==> config.mk <==
export PLATFORM = sky130hd
export DESIGN_NAME = execute_sequencer
export DESIGN_NICKNAME = d
export VERILOG_FILES = /design/src/rtl/execute_sequencer.sv
export SDC_FILE = /design/constraint.sdc
export NUM_CORES = 1
export LEC_CHECK = 0
export BUFFER_PORTS_ARGS = -buffer_cell sky130_fd_sc_hd__buf_2
export CAP_MARGIN = 20
export CORE_MARGIN = 5
export CORE_UTILIZATION = 40
export DETAILED_ROUTE_END_ITERATION = 16
export PLACE_DENSITY = 0.66
export SLEW_MARGIN = 20
export SYNTH_ARGS = -nofsm -noshare
export SYNTH_HDL_FRONTEND = slang
export SYNTH_SLANG_ARGS = --single-unit
==> constraint.sdc <==
create_clock -name clock -period 2.1 [get_ports clock]
set_input_delay 0.42 -clock clock [delete_from_list [all_inputs] [get_ports clock]]
set_output_delay 0.42 -clock clock [all_outputs]
set_load 0.005 [all_outputs]
==> src/rtl/execute_sequencer.sv <==
// execute_sequencer
//   Multi-cycle control FSM for the RV32I minimum core. Owns the program
//   counter, fetches instructions over a valid/ready handshake, steps each
//   instruction through decode, execute, optional memory access and
//   writeback, gates the register-file write, commits redirects, counts
//   retired instructions and halts on illegal instructions or misaligned
//   redirect targets.
//
// Ports
//   clock, reset_n                 clock and asynchronous active-low reset
//   run                            start permission (sampled in IDLE/WRITEBACK)
//   imem_valid/addr/ready/rdata    instruction fetch handshake
//   instruction                    latched instruction word
//   alu_*_enable                   decode class flags
//   execute_enable                 execute-unit strobe
//   next_pc_valid, next_pc         redirect from the execute unit
//   dmem_valid/write/ready         data access handshake
//   register_file_write_enable     writeback strobe
//   pc, instret, halted, state     architectural / debug state
module execute_sequencer #(
    parameter logic [31:0] RESET_PC = 32'h0000_0000
) (
    input  logic        clock,
    input  logic        reset_n,
    input  logic        run,
    output logic        imem_valid,
    output logic [31:0] imem_addr,
    input  logic        imem_ready,
    input  logic [31:0] imem_rdata,
    output logic [31:0] instruction,
    input  logic        alu_branch_enable,
    input  logic        alu_unconditional_jal_enable,
    input  logic        alu_unconditional_jalr_enable,
    input  logic        alu_upper_immediate_lui_enable,
    input  logic        alu_upper_immediate_auipc_enable,
    input  logic        alu_register_immediate_enable,
    input  logic        alu_register_register_enable,
    input  logic        alu_load_enable,
    input  logic        alu_store_enable,
    output logic        execute_enable,
    input  logic        next_pc_valid,
    input  logic [31:0] next_pc,
    output logic        dmem_valid,
    output logic        dmem_write,
    input  logic        dmem_ready,
    output logic        register_file_write_enable,
    output logic [31:0] pc,
    output logic [31:0] instret,
    output logic        halted,
    output logic [2:0]  state
);

    typedef enum logic [2:0] {
        S_IDLE      = 3'd0,
        S_FETCH     = 3'd1,
        S_DECODE    = 3'd2,
        S_EXECUTE   = 3'd3,
        S_MEMORY    = 3'd4,
        S_WRITEBACK = 3'd5,
        S_HALT      = 3'd6
    } state_t;

    state_t      state_q, state_d;
    logic [31:0] pc_q, pc_d;
    logic [31:0] instruction_q, instruction_d;
    logic [31:0] instret_q, instret_d;
    logic        redir_valid_q, redir_valid_d;
    logic [31:0] redir_target_q, redir_target_d;
    logic        is_store_q, is_store_d;
    logic        no_write_q, no_write_d;

    logic any_class;
    logic wb_fault;
    logic rd_is_zero;

    assign any_class = alu_branch_enable | alu_unconditional_jal_enable |
                       alu_unconditional_jalr_enable | alu_upper_immediate_lui_enable |
                       alu_upper_immediate_auipc_enable | alu_register_immediate_enable |
                       alu_register_register_enable | alu_load_enable | alu_store_enable;

    // A captured redirect to a non-word-aligned target faults in WRITEBACK.
    assign wb_fault   = redir_valid_q && (redir_target_q[1:0] != 2'b00);
    assign rd_is_zero = (instruction_q[11:7] == 5'd0);

    always_comb begin
        state_d        = state_q;
        pc_d           = pc_q;
        instruction_d  = instruction_q;
        instret_d      = instret_q;
        redir_valid_d  = redir_valid_q;
        redir_target_d = redir_target_q;
        is_store_d     = is_store_q;
        no_write_d     = no_write_q;
        case (state_q)
            S_IDLE: begin
                if (run) state_d = S_FETCH;
            end
            S_FETCH: begin
                if (imem_ready) begin
                    instruction_d = imem_rdata;
                    state_d       = S_DECODE;
                end
            end
            S_DECODE: begin
                state_d = any_class ? S_EXECUTE : S_HALT;
            end
            S_EXECUTE: begin
                // Class flags are captured here so the memory and writeback
                // outputs depend only on registered state.
                redir_valid_d  = next_pc_valid;
                redir_target_d = next_pc;
                is_store_d     = alu_store_enable;
                no_write_d     = alu_branch_enable | alu_store_enable;
                state_d        = (alu_load_enable | alu_store_enable) ? S_MEMORY : S_WRITEBACK;
            end
            S_MEMORY: begin
                if (dmem_ready) state_d = S_WRITEBACK;
            end
            S_WRITEBACK: begin
                if (wb_fault) begin
                    state_d = S_HALT;
                end else begin
                    pc_d      = redir_valid_q ? redir_target_q : pc_q + 32'd4;
                    instret_d = instret_q + 32'd1;
                    state_d   = run ? S_FETCH : S_IDLE;
                end
            end
            S_HALT: begin
                state_d = S_HALT;
            end
            default: begin
                // Unused encoding recovers to IDLE.
                state_d = S_IDLE;
            end
        endcase
    end

    always_ff @(posedge clock or negedge reset_n) begin
        if (!reset_n) begin
            state_q        <= S_IDLE;
            pc_q           <= RESET_PC;
            instruction_q  <= 32'd0;
            instret_q      <= 32'd0;
            redir_valid_q  <= 1'b0;
            redir_target_q <= 32'd0;
            is_store_q     <= 1'b0;
            no_write_q     <= 1'b0;
        end else begin
            state_q        <= state_d;
            pc_q           <= pc_d;
            instruction_q  <= instruction_d;
            instret_q      <= instret_d;
            redir_valid_q  <= redir_valid_d;
            redir_target_q <= redir_target_d;
            is_store_q     <= is_store_d;
            no_write_q     <= no_write_d;
        end
    end

    assign imem_valid     = (state_q == S_FETCH);
    assign imem_addr      = pc_q;
    assign execute_enable = (state_q == S_EXECUTE);
    assign dmem_valid     = (state_q == S_MEMORY);
    assign dmem_write     = (state_q == S_MEMORY) && is_store_q;
    assign register_file_write_enable = (state_q == S_WRITEBACK) && !wb_fault &&
                                        !no_write_q && !rd_is_zero;
    assign halted         = (state_q == S_HALT);
    assign instruction    = instruction_q;
    assign pc             = pc_q;
    assign instret        = instret_q;
    assign state          = state_q;

endmodule
=== Yosys cells after proc, flatten, opt, wreduce, memory -nomap -nowiden ===
Cells that the tools add are included.

* Bits in registers: 134
* Bits in latches: 0
* Memory bits (writable): 0
* ROM bits: 0
* Word-level logic and storage cells: 53
* Memories kept: 0

* Add/subtract/negate cells: 2
* Multipliers: 0
* Divide/modulo/power cells: 0
* Magnitude comparators: 0
* Equality and inequality tests: 9
* Shifts and indexed selects: 0
* Mux-type cells: 9
* Bitwise logic cells: 11
* Reductions and logical operators: 14

{| class="wikitable"
|+ Operators by type and width
! kind !! count
|-
| $add A32 B1 Y32 const B || 1
|-
| $add A32 B3 Y32 const B || 1
|-
| $mux W32 || 1
|-
| $pmux W3 S7 || 1
|-
| $mux W3 || 5
|-
| $or A1 B1 Y1 || 10
|-
| $eq A3 B3 Y1 const B || 3
|-
| $eq A3 B2 Y1 const B || 2
|-
| $logic_and A1 B1 Y1 || 5
|-
| $logic_not A5 Y1 || 1
|-
| $ne A2 B1 Y1 const B || 2
|-
| $reduce_and A2 Y1 || 2
|-
| $eq A3 B1 Y1 const B || 1
|-
| $logic_not A1 Y1 || 3
|-
| $logic_not A3 Y1 || 1
|-
| $reduce_and A3 Y1 || 1
|-
| $mux W1 || 2
|-
| $ne A2 B2 Y1 const B || 1
|-
| $reduce_bool A2 Y1 || 1
|-
| $not A1 Y1 || 1
|}

=== Logic depth before layout (Yosys ltp) ===
Gate-level depths: netlist (run 1).

* Depth after elaboration: 10
* Mapped depth: 7

=== Least setup slack after synthesis (run 1) ===
Ideal clock, no wire load.

* Path kind: register to register
* From: reg pc_q[2], in the netlist imem_addr[2]
* To: reg pc_q[24], in the netlist imem_addr[24]
* Arrival time: 1.839 ns
* Data required time: 1.979 ns
* Slack: 0.139 ns
* Stages on the path, launching flop included: 8
* Period minus slack after synthesis: 1.961 ns
* Path through: dfrtp_1 ha_1 nand3_1 or3_1 buf_2 nor4_1 a31oi_1 o22a_1

* Word-level cells in the longest chain between the ends: 2

{| class="wikitable"
|+ Ends and longest elaborated chain
! element !! line !! source
|-
| start, declared || 64 || <nowiki>logic [31:0] pc_q, pc_d;</nowiki>
|-
| start signal, assigned || 150 || <nowiki>pc_q <= pc_d;</nowiki>
|-
| $add A32 B3 Y32 || 123 || <nowiki>pc_d = redir_valid_q ? redir_target_q : pc_q + 32'd4;</nowiki>
|-
| $mux W32 || 123 ||
|}

Every way passes these cells.
A chain may end at the register's enable or synchronous reset.

=== Final worst setup path (run 1) ===
* From: reg instruction_q[10], in the netlist instruction[10]
* To: out register_file_write_enable

* Word-level cells in the longest chain between the ends: 3

{| class="wikitable"
|+ Ends and longest elaborated chain
! element !! line !! source
|-
| start, declared || 65 || <nowiki>logic [31:0] instruction_q, instruction_d;</nowiki>
|-
| start signal, assigned || 151 || <nowiki>instruction_q <= instruction_d;</nowiki>
|-
| $logic_not A5 Y1 || 83 || <nowiki>assign rd_is_zero = (instruction_q[11:7] == 5'd0);</nowiki>
|-
| $logic_not A1 Y1 || 166 || <nowiki>!no_write_q && !rd_is_zero;</nowiki>
|-
| $logic_and A1 B1 Y1 || 166 ||
|-
| end, declared || 46 || <nowiki>output logic register_file_write_enable,</nowiki>
|}

Every way passes these cells.

==> run_results.csv, run 1 <==
group,metric,value,unit
status,status,"finished clean",
detailed_routing,routed_wl,17900,um
global_route,grt-ovfl-total,0,
clock_network,clk_path_buf_depth,2,
layout,drive_gt1_frac,0.393,
detailed_routing,via_count,5405,
worst_setup_path,arrival,1.67,ns
timing,finalMaxSlewViolations,0,
worst_setup_path,cp_cell_sequence,"or4_4 -> nor2_4 -> nor3_4 -> buf_2",
timing,setup_viol,0,
flow_run,maxCapViolCount,0,
detailed_routing,drt_iter0_drc,289,
clock_network,cts.htree.levels,4,
yosys,syn_nets,727,
detailed_routing,first_pass_iters,6,
yosys,synthDistinctLibCells,62,
floorplan,core-area,0.0158,mm^2
worst_setup_path,r2r-start,"imem_addr[6]",
min_path,hold_depth,3,
global_route,grt_pass1_wl,28400,um
yosys,synth-edff-count,0,
timing,final.min_clock_period,2.09,ns
detailed_routing,detail-route-antenna-nets,0,
clock_network,cts_tree,"built",
detailed_routing,vias_per_cell,4.96,
clock_network,cts.sinks,134,
yosys,syn-cell-area,0.00642,mm^2
worst_setup_path,crit_cells,4,
floorplan,die_height,137,um
global_route,grt_max_degree,54,
layout,area_growth_syn_to_layout,31.4,%
place,dp.cells,1054,
place,hpwl,13000,um
pwr,cellPowerDensity,1390,mW/mm^2
worst_setup_path,reg2reg_depth,5,
clock_network,clock_latency,0.43,ns
clock_network,cts-root-buf,"clkbuf_16",
yosys,postSynthCellCount,646,
floorplan,initial_core_util,0.406,
timing,finalWorstSetupSlack,0.00757,ns
min_path,hp-start,"next_pc[10]",
pwr,vdd_drop_max,0.866,mV
global_route,grt_usage,0.195,
worst_setup_path,critical-path-max-stage-delay,0.54,ns
yosys,avgSynthCellArea,9.94,um^2
yosys,synth_flop_cell,"dfrtp_1",
floorplan,num_io_pins,216,
floorplan,die_area,0.0187,mm^2
worst_setup_path,cp.buffers_inverters,1,
yosys,synth-warning-count,0,
worst_setup_path,cp_slowest_cell,"or4_4",
floorplan,rows,46,
clock_network,clk_pin_slew_worst_paths,0.06,ns
timing,max-slew-margin-rel,0.686,
layout,antenna_cells,0,
global_route,antenna_found_initial,2,
layout,fin_cells,1089,
worst_setup_path,endpoint_kind,"output pin",
detailed_routing,route.detailed.drc,0,
floorplan,fp.dieW,137,um
worst_setup_path,worstSetupPathType,"flop to output pin",
place,port_buffers,215,
layout,final_core_util,0.533,
timing,tightestPinTransition,0.469,ns
timing,final.period_utilization,0.996,
min_path,worst_hold_path_type,"input pin to flop",
detailed_routing,avgRoutedWirePerCell,16.5,um
layout,nNetsFinal,941,
yosys,ys_ff_latch,134,
place,gp_congestion,0.820,
pwr,power.leakage,0.00419,uW
place,place_ws,0.143,ns
clock_network,cts_buffers,17,
global_route,grt_pass1_vias,5263,
timing,finalSetupTns,0,ns
worst_setup_path,path_delay_family,"simple AND/OR/NAND/NOR gates",
worst_setup_path,required,1.68,ns
timing,rsz0062_at_grt,"true",
worst_setup_path,cp_max_fo,2,
yosys,synthArstFlopShare,1.00,
timing,hold_viol_final,0,
timing,finalClockSkew,0.0112,ns
worst_setup_path,worstSetupStartpointType,"flop",
worst_setup_path,crit_path_start,"instruction[10]",
yosys,synth-seq-area-share,0.522,
timing,fmax,478,MHz
## power breakdown
part	internal (uW)	switching (uW)	total [uW]
Clock	1940	1220	3170
Sequential	3580	784	4360
Combinational	2050	2140	4190
## cell usage after synthesis, types with 3 or more instances
cell type	instances	area, um^2
nand2_1	143	537
dfrtp_1	134	3350
buf_4	34	255
mux2_2	34	383
nor2_1	33	124
o21ai_0	24	120
a21oi_1	23	115
xnor2_1	21	184
clkbuf_1	18	67.6
nor3_1	18	90.1
nand3_1	16	80.1
nand4_1	11	68.8
xor2_1	10	87.6
inv_1	9	33.8
and2_1	7	43.8
and3_1	7	43.8
buf_2	7	35.0
nor4_1	6	37.5
o22ai_1	6	37.5
a211oi_1	5	37.5
a2bb2oi_1	5	43.8
a31oi_1	5	31.3
or3_1	5	31.3
o22a_1	4	35.0
a21o_1	3	22.5
a311oi_1	3	26.3
and4_1	3	26.3
nand2b_1	3	18.8
o21a_1	3	22.5
o2bb2ai_1	3	26.3
## worst reg2reg max path, stage by stage (launching register included)
cell     delay, ns
dfrtp_1       0.42
nand3_2       0.17
or3_1         0.53
or4_4         0.47
o22ai_1       0.11
o21ba_1       0.16
## per-layer routing
layer	routed length [um]	part of all wire	vias up	GRT usage
met4	271	0.015	4	0.0566
met2	8490	0.47	162	0.302
li1	-	-	2641	-
met3	1120	0.062	25	0.0577
met1	8030	0.45	2573	0.267
met5	21	0.0012	-	0
## final timing paths
path,end,slack (ns)
setup / recovery,register_file_write_enable,0.008
hold / removal,redir_target_q[10],0.18
setup reg to reg,imem_addr[29],0.12
hold reg to reg,instret[31],0.47
max in group asynchronous,instret[19],1.02
min in group asynchronous,redir_target_q[13],0.46
## sequential cells by signal, summed over array words and instances (netlist names)
signal / flops
redir_target_q: 32
state: 3
no_write_q: 1
instret: 32
imem_addr: 32
instruction: 32
redir_valid_q: 1
is_store_q: 1
## cell type report
class / count / area [um^2]
Fill cell: 1425 / 7390
Sequential cell: 134 / 3350
Multi-Input combinational cell: 440 / 2700
Timing Repair Buffer: 256 / 1440
Clock buffer: 19 / 453
Tap cell: 216 / 270
Clock inverter: 13 / 170
Inverter: 11 / 41.3
## kinds of logic after synthesis
family | after synthesis | synth area share
compound gates | 100 | 0.102
simple gates | 271 | 0.204
fa+ha+maj | 2 | 0.00390
buf+inv | 72 | 0.0634
mux | 36 | 0.0628
flops | 134 | 0.522
xor+xnor | 31 | 0.0423
## cells in the final DEF, fill, tap and decap left out, types with 4 or more instances in the layout
cell type  instances
mux2_2            34
nor2_1            31
or3_1              5
nor3_1            17
o21ai_0           24
a21oi_1           23
o22ai_1            6
clkbuf_16         17
nand4_1           11
dfrtp_1          134
and2_1             7
buf_12             4
inv_1              9
and3_1             7
a2bb2oi_1          5
a31oi_1            5
a211oi_1           5
o22a_1             4
nand3_1           16
nand2_1          142
buf_4             36
xor2_1            10
xnor2_1           21
buf_2            214
nor4_1             5
## stage by stage
stage | hold slack [ns] | total power (uW) | area (um^2)
6_report | 0.182 | 11700 | 8430
4_1_cts | 0.167 | 11800 | 8400
3_3_place_gp | 0.346 | 8470 | 7740
2_1_floorplan | 0.124 | 6820 | 6420
3_5_place_dp | 0.349 | 8530 | 7740
5_1_grt | 0.167 | 12500 | 8430
## what timing repair did
action / 4_1_cts / 5_1_grt
setup endpoints to repair: 1 / 3
endpoints found under the hold margin: 35 / 0
hold buffers: 1 / 0
setup buffers: 2 / 0
pin swaps: 2 / 2
gates resized for setup: 3 / 7
No activity file was read; power rests on OpenSTA's default activity.
==> inputs of run 2 (changes only) <==
--- a/config.mk
+++ b/config.mk
@@ -6,11 +6,12 @@
 export NUM_CORES = 1
 export LEC_CHECK = 0
 export BUFFER_PORTS_ARGS = -buffer_cell sky130_fd_sc_hd__buf_2
-export CAP_MARGIN = 20
 export CORE_MARGIN = 5
 export CORE_UTILIZATION = 40
 export DETAILED_ROUTE_END_ITERATION = 16
 export PLACE_DENSITY = 0.66
+export RECOVER_POWER = 50
+export SKIP_LAST_GASP = 1
 export SLEW_MARGIN = 20
 export SYNTH_ARGS = -nofsm -noshare
 export SYNTH_HDL_FRONTEND = slang
==> run_results.csv, run 2 (synthesis results as in run 1) <==
group,metric,value,unit
clock_network,clock_latency,0.42,ns
worst_setup_path,cp_cell_sequence,"or4_4 -> nor2_4 -> nor3_2 -> buf_2",
min_path,worst_hold_path_type,"input pin to flop",
clock_network,cts-root-buf,"clkbuf_16",
worst_setup_path,path_delay_family,"simple AND/OR/NAND/NOR gates",
place,hpwl,13000,um
worst_setup_path,endpoint_kind,"output pin",
worst_setup_path,cp-endpoint,"register_file_write_enable",
global_route,grt_max_degree,54,
worst_setup_path,crit_cells,4,
timing,final.min_clock_period,2.10,ns
timing,setup_viol,0,
timing,final.period_utilization,0.998,
global_route,antenna_found_initial,2,
floorplan,die_height,137,um
pwr,total_power,11700,uW
worst_setup_path,worstSetupPathType,"flop to output pin",
worst_setup_path,cp.buffers_inverters,1,
layout,fin_cells,1089,
timing,finalMaxSlewViolations,0,
floorplan,rows,46,
global_route,grt_usage,0.195,
layout,drive_gt1_frac,0.393,
pwr,vdd_drop_max,0.866,mV
layout,nNetsFinal,941,
worst_setup_path,required,1.68,ns
worst_setup_path,reg2reg_depth,5,
worst_setup_path,cp_max_fo,2,
worst_setup_path,regToRegSetupSlack,0.14,ns
worst_setup_path,crit_path_start,"instruction[9]",
worst_setup_path,critical-path-max-stage-delay,0.54,ns
flow_run,maxCapViolCount,0,
clock_network,cts_buffers,17,
place,placed_cell_area,0.00774,mm^2
worst_setup_path,worstSetupStartpointType,"flop",
timing,finalSetupTns,0,ns
detailed_routing,drt_iter0_drc,283,
clock_network,clk_path_buf_depth,2,
timing,finalClockSkew,0.0101,ns
global_route,grt-ovfl-total,0,
timing,max-slew-margin-rel,0.359,
place,dp.cells,1054,
global_route,grt_pass1_vias,5263,
detailed_routing,via_count,5358,
layout,antenna_cells,0,
clock_network,cts.htree.levels,4,
detailed_routing,avgRoutedWirePerCell,16.4,um
timing,rsz0062_at_grt,"true",
global_route,grt_pass1_wl,28400,um
detailed_routing,route.detailed.drc,0,
place,gp_congestion,0.820,
timing,fmax,477,MHz
worst_setup_path,r2r-start,"imem_addr[6]",
floorplan,die_area,0.0187,mm^2
worst_setup_path,reg2reg_to,"imem_addr[29]",
floorplan,num_io_pins,216,
floorplan,fp.dieW,137,um
layout,final_common_cell,"buf_2",
clock_network,cts.sinks,134,
detailed_routing,first_pass_iters,4,
detailed_routing,routed_wl,17900,um
detailed_routing,vias_per_cell,4.92,
detailed_routing,detail-route-antenna-nets,0,
floorplan,initial_core_util,0.406,
pwr,cellPowerDensity,1390,mW/mm^2
pwr,power.leakage,0.00418,uW
clock_network,cts_tree,"built",
place,port_buffers,215,
floorplan,core-area,0.0158,mm^2
timing,hold_slack,0.183,ns
layout,area_growth_syn_to_layout,30.9,%
status,status,"finished clean",
timing,tightestPinTransition,0.961,ns
worst_setup_path,cp_slowest_cell,"or4_4",
layout,final_cell_mix,"buf_2 (214), nand2_1 (142), dfrtp_1 (134)",
layout,fin_area,0.00840,mm^2
timing,hold_viol_final,0,
clock_network,clk_pin_slew_worst_paths,0.06,ns
worst_setup_path,arrival,1.68,ns
run 2: repair_timing:
action                                  4_1_cts  5_1_grt
pin swaps                                     2        0
hold endpoints to repair                     35        0
hold buffers                                  1        0
resized for setup                             3        6
buffers inserted                              2        0
endpoints found under the setup margin        1        3
run 2: routing by layer:
layer | GRT usage | wire, um | vias to the layer above
li1 | - | - | 2642
met1 | 0.267 | 7870 | 2546
met2 | 0.302 | 8570 | 143
met3 | 0.0577 | 1130 | 23
met4 | 0.0566 | 291 | 4
met5 | 0 | 21 | -
run 2: worst min-delay path by stage:
stage	start	end	slack (ns)	cells past startpoint
4_1_cts	next_pc[30]	redir_target_q[30]	0.17	3
5_1_grt	next_pc[13]	redir_target_q[13]	0.17	3
3_3_place_gp	reset_n	redir_target_q[13]	0.35	1
3_5_place_dp	reset_n	redir_target_q[13]	0.35	1
2_1_floorplan	reset_n	imem_addr[0]	0.12	0
6_report	next_pc[10]	redir_target_q[10]	0.18	3
run 2: cell type report:
type	instances	area (um^2)
fill	1429	7420
timing repair buffer	256	1420
clock buffer	19	453
inverter	11	41.3
clock inverter	13	170
multi-input combinational	440	2700
sequential	134	3350
tap	216	270
run 2: where the power goes:
part           total [uW]  leakage [uW]  internal, uW  switching, uW
Combinational        4170       0.00221          2050           2130
Clock                3160      0.000297          1940           1220
Sequential           4360       0.00168          3580            782
Total               11700       0.00418          7570           4120
run 2: worst reg2reg max path: cells and delay by family (launching register included):
family             cells  cell delay (ns)
DFF                    1             0.42
AOI/OAI and AO/OA      2             0.27
and+or+nand+nor        3             1.17
run 2: stage by stage:
| stage | setup WS, ns | utilization |
|---|---|---|
| after global placement | 0.185 | 0.489 |
| after detailed placement | 0.143 | 0.489 |
| after global routing | -0.0713 | 0.531 |
| after floorplan | 0.139 | - |
| final | 0.00341 | 0.531 |
| after CTS | -0.0642 | 0.531 |
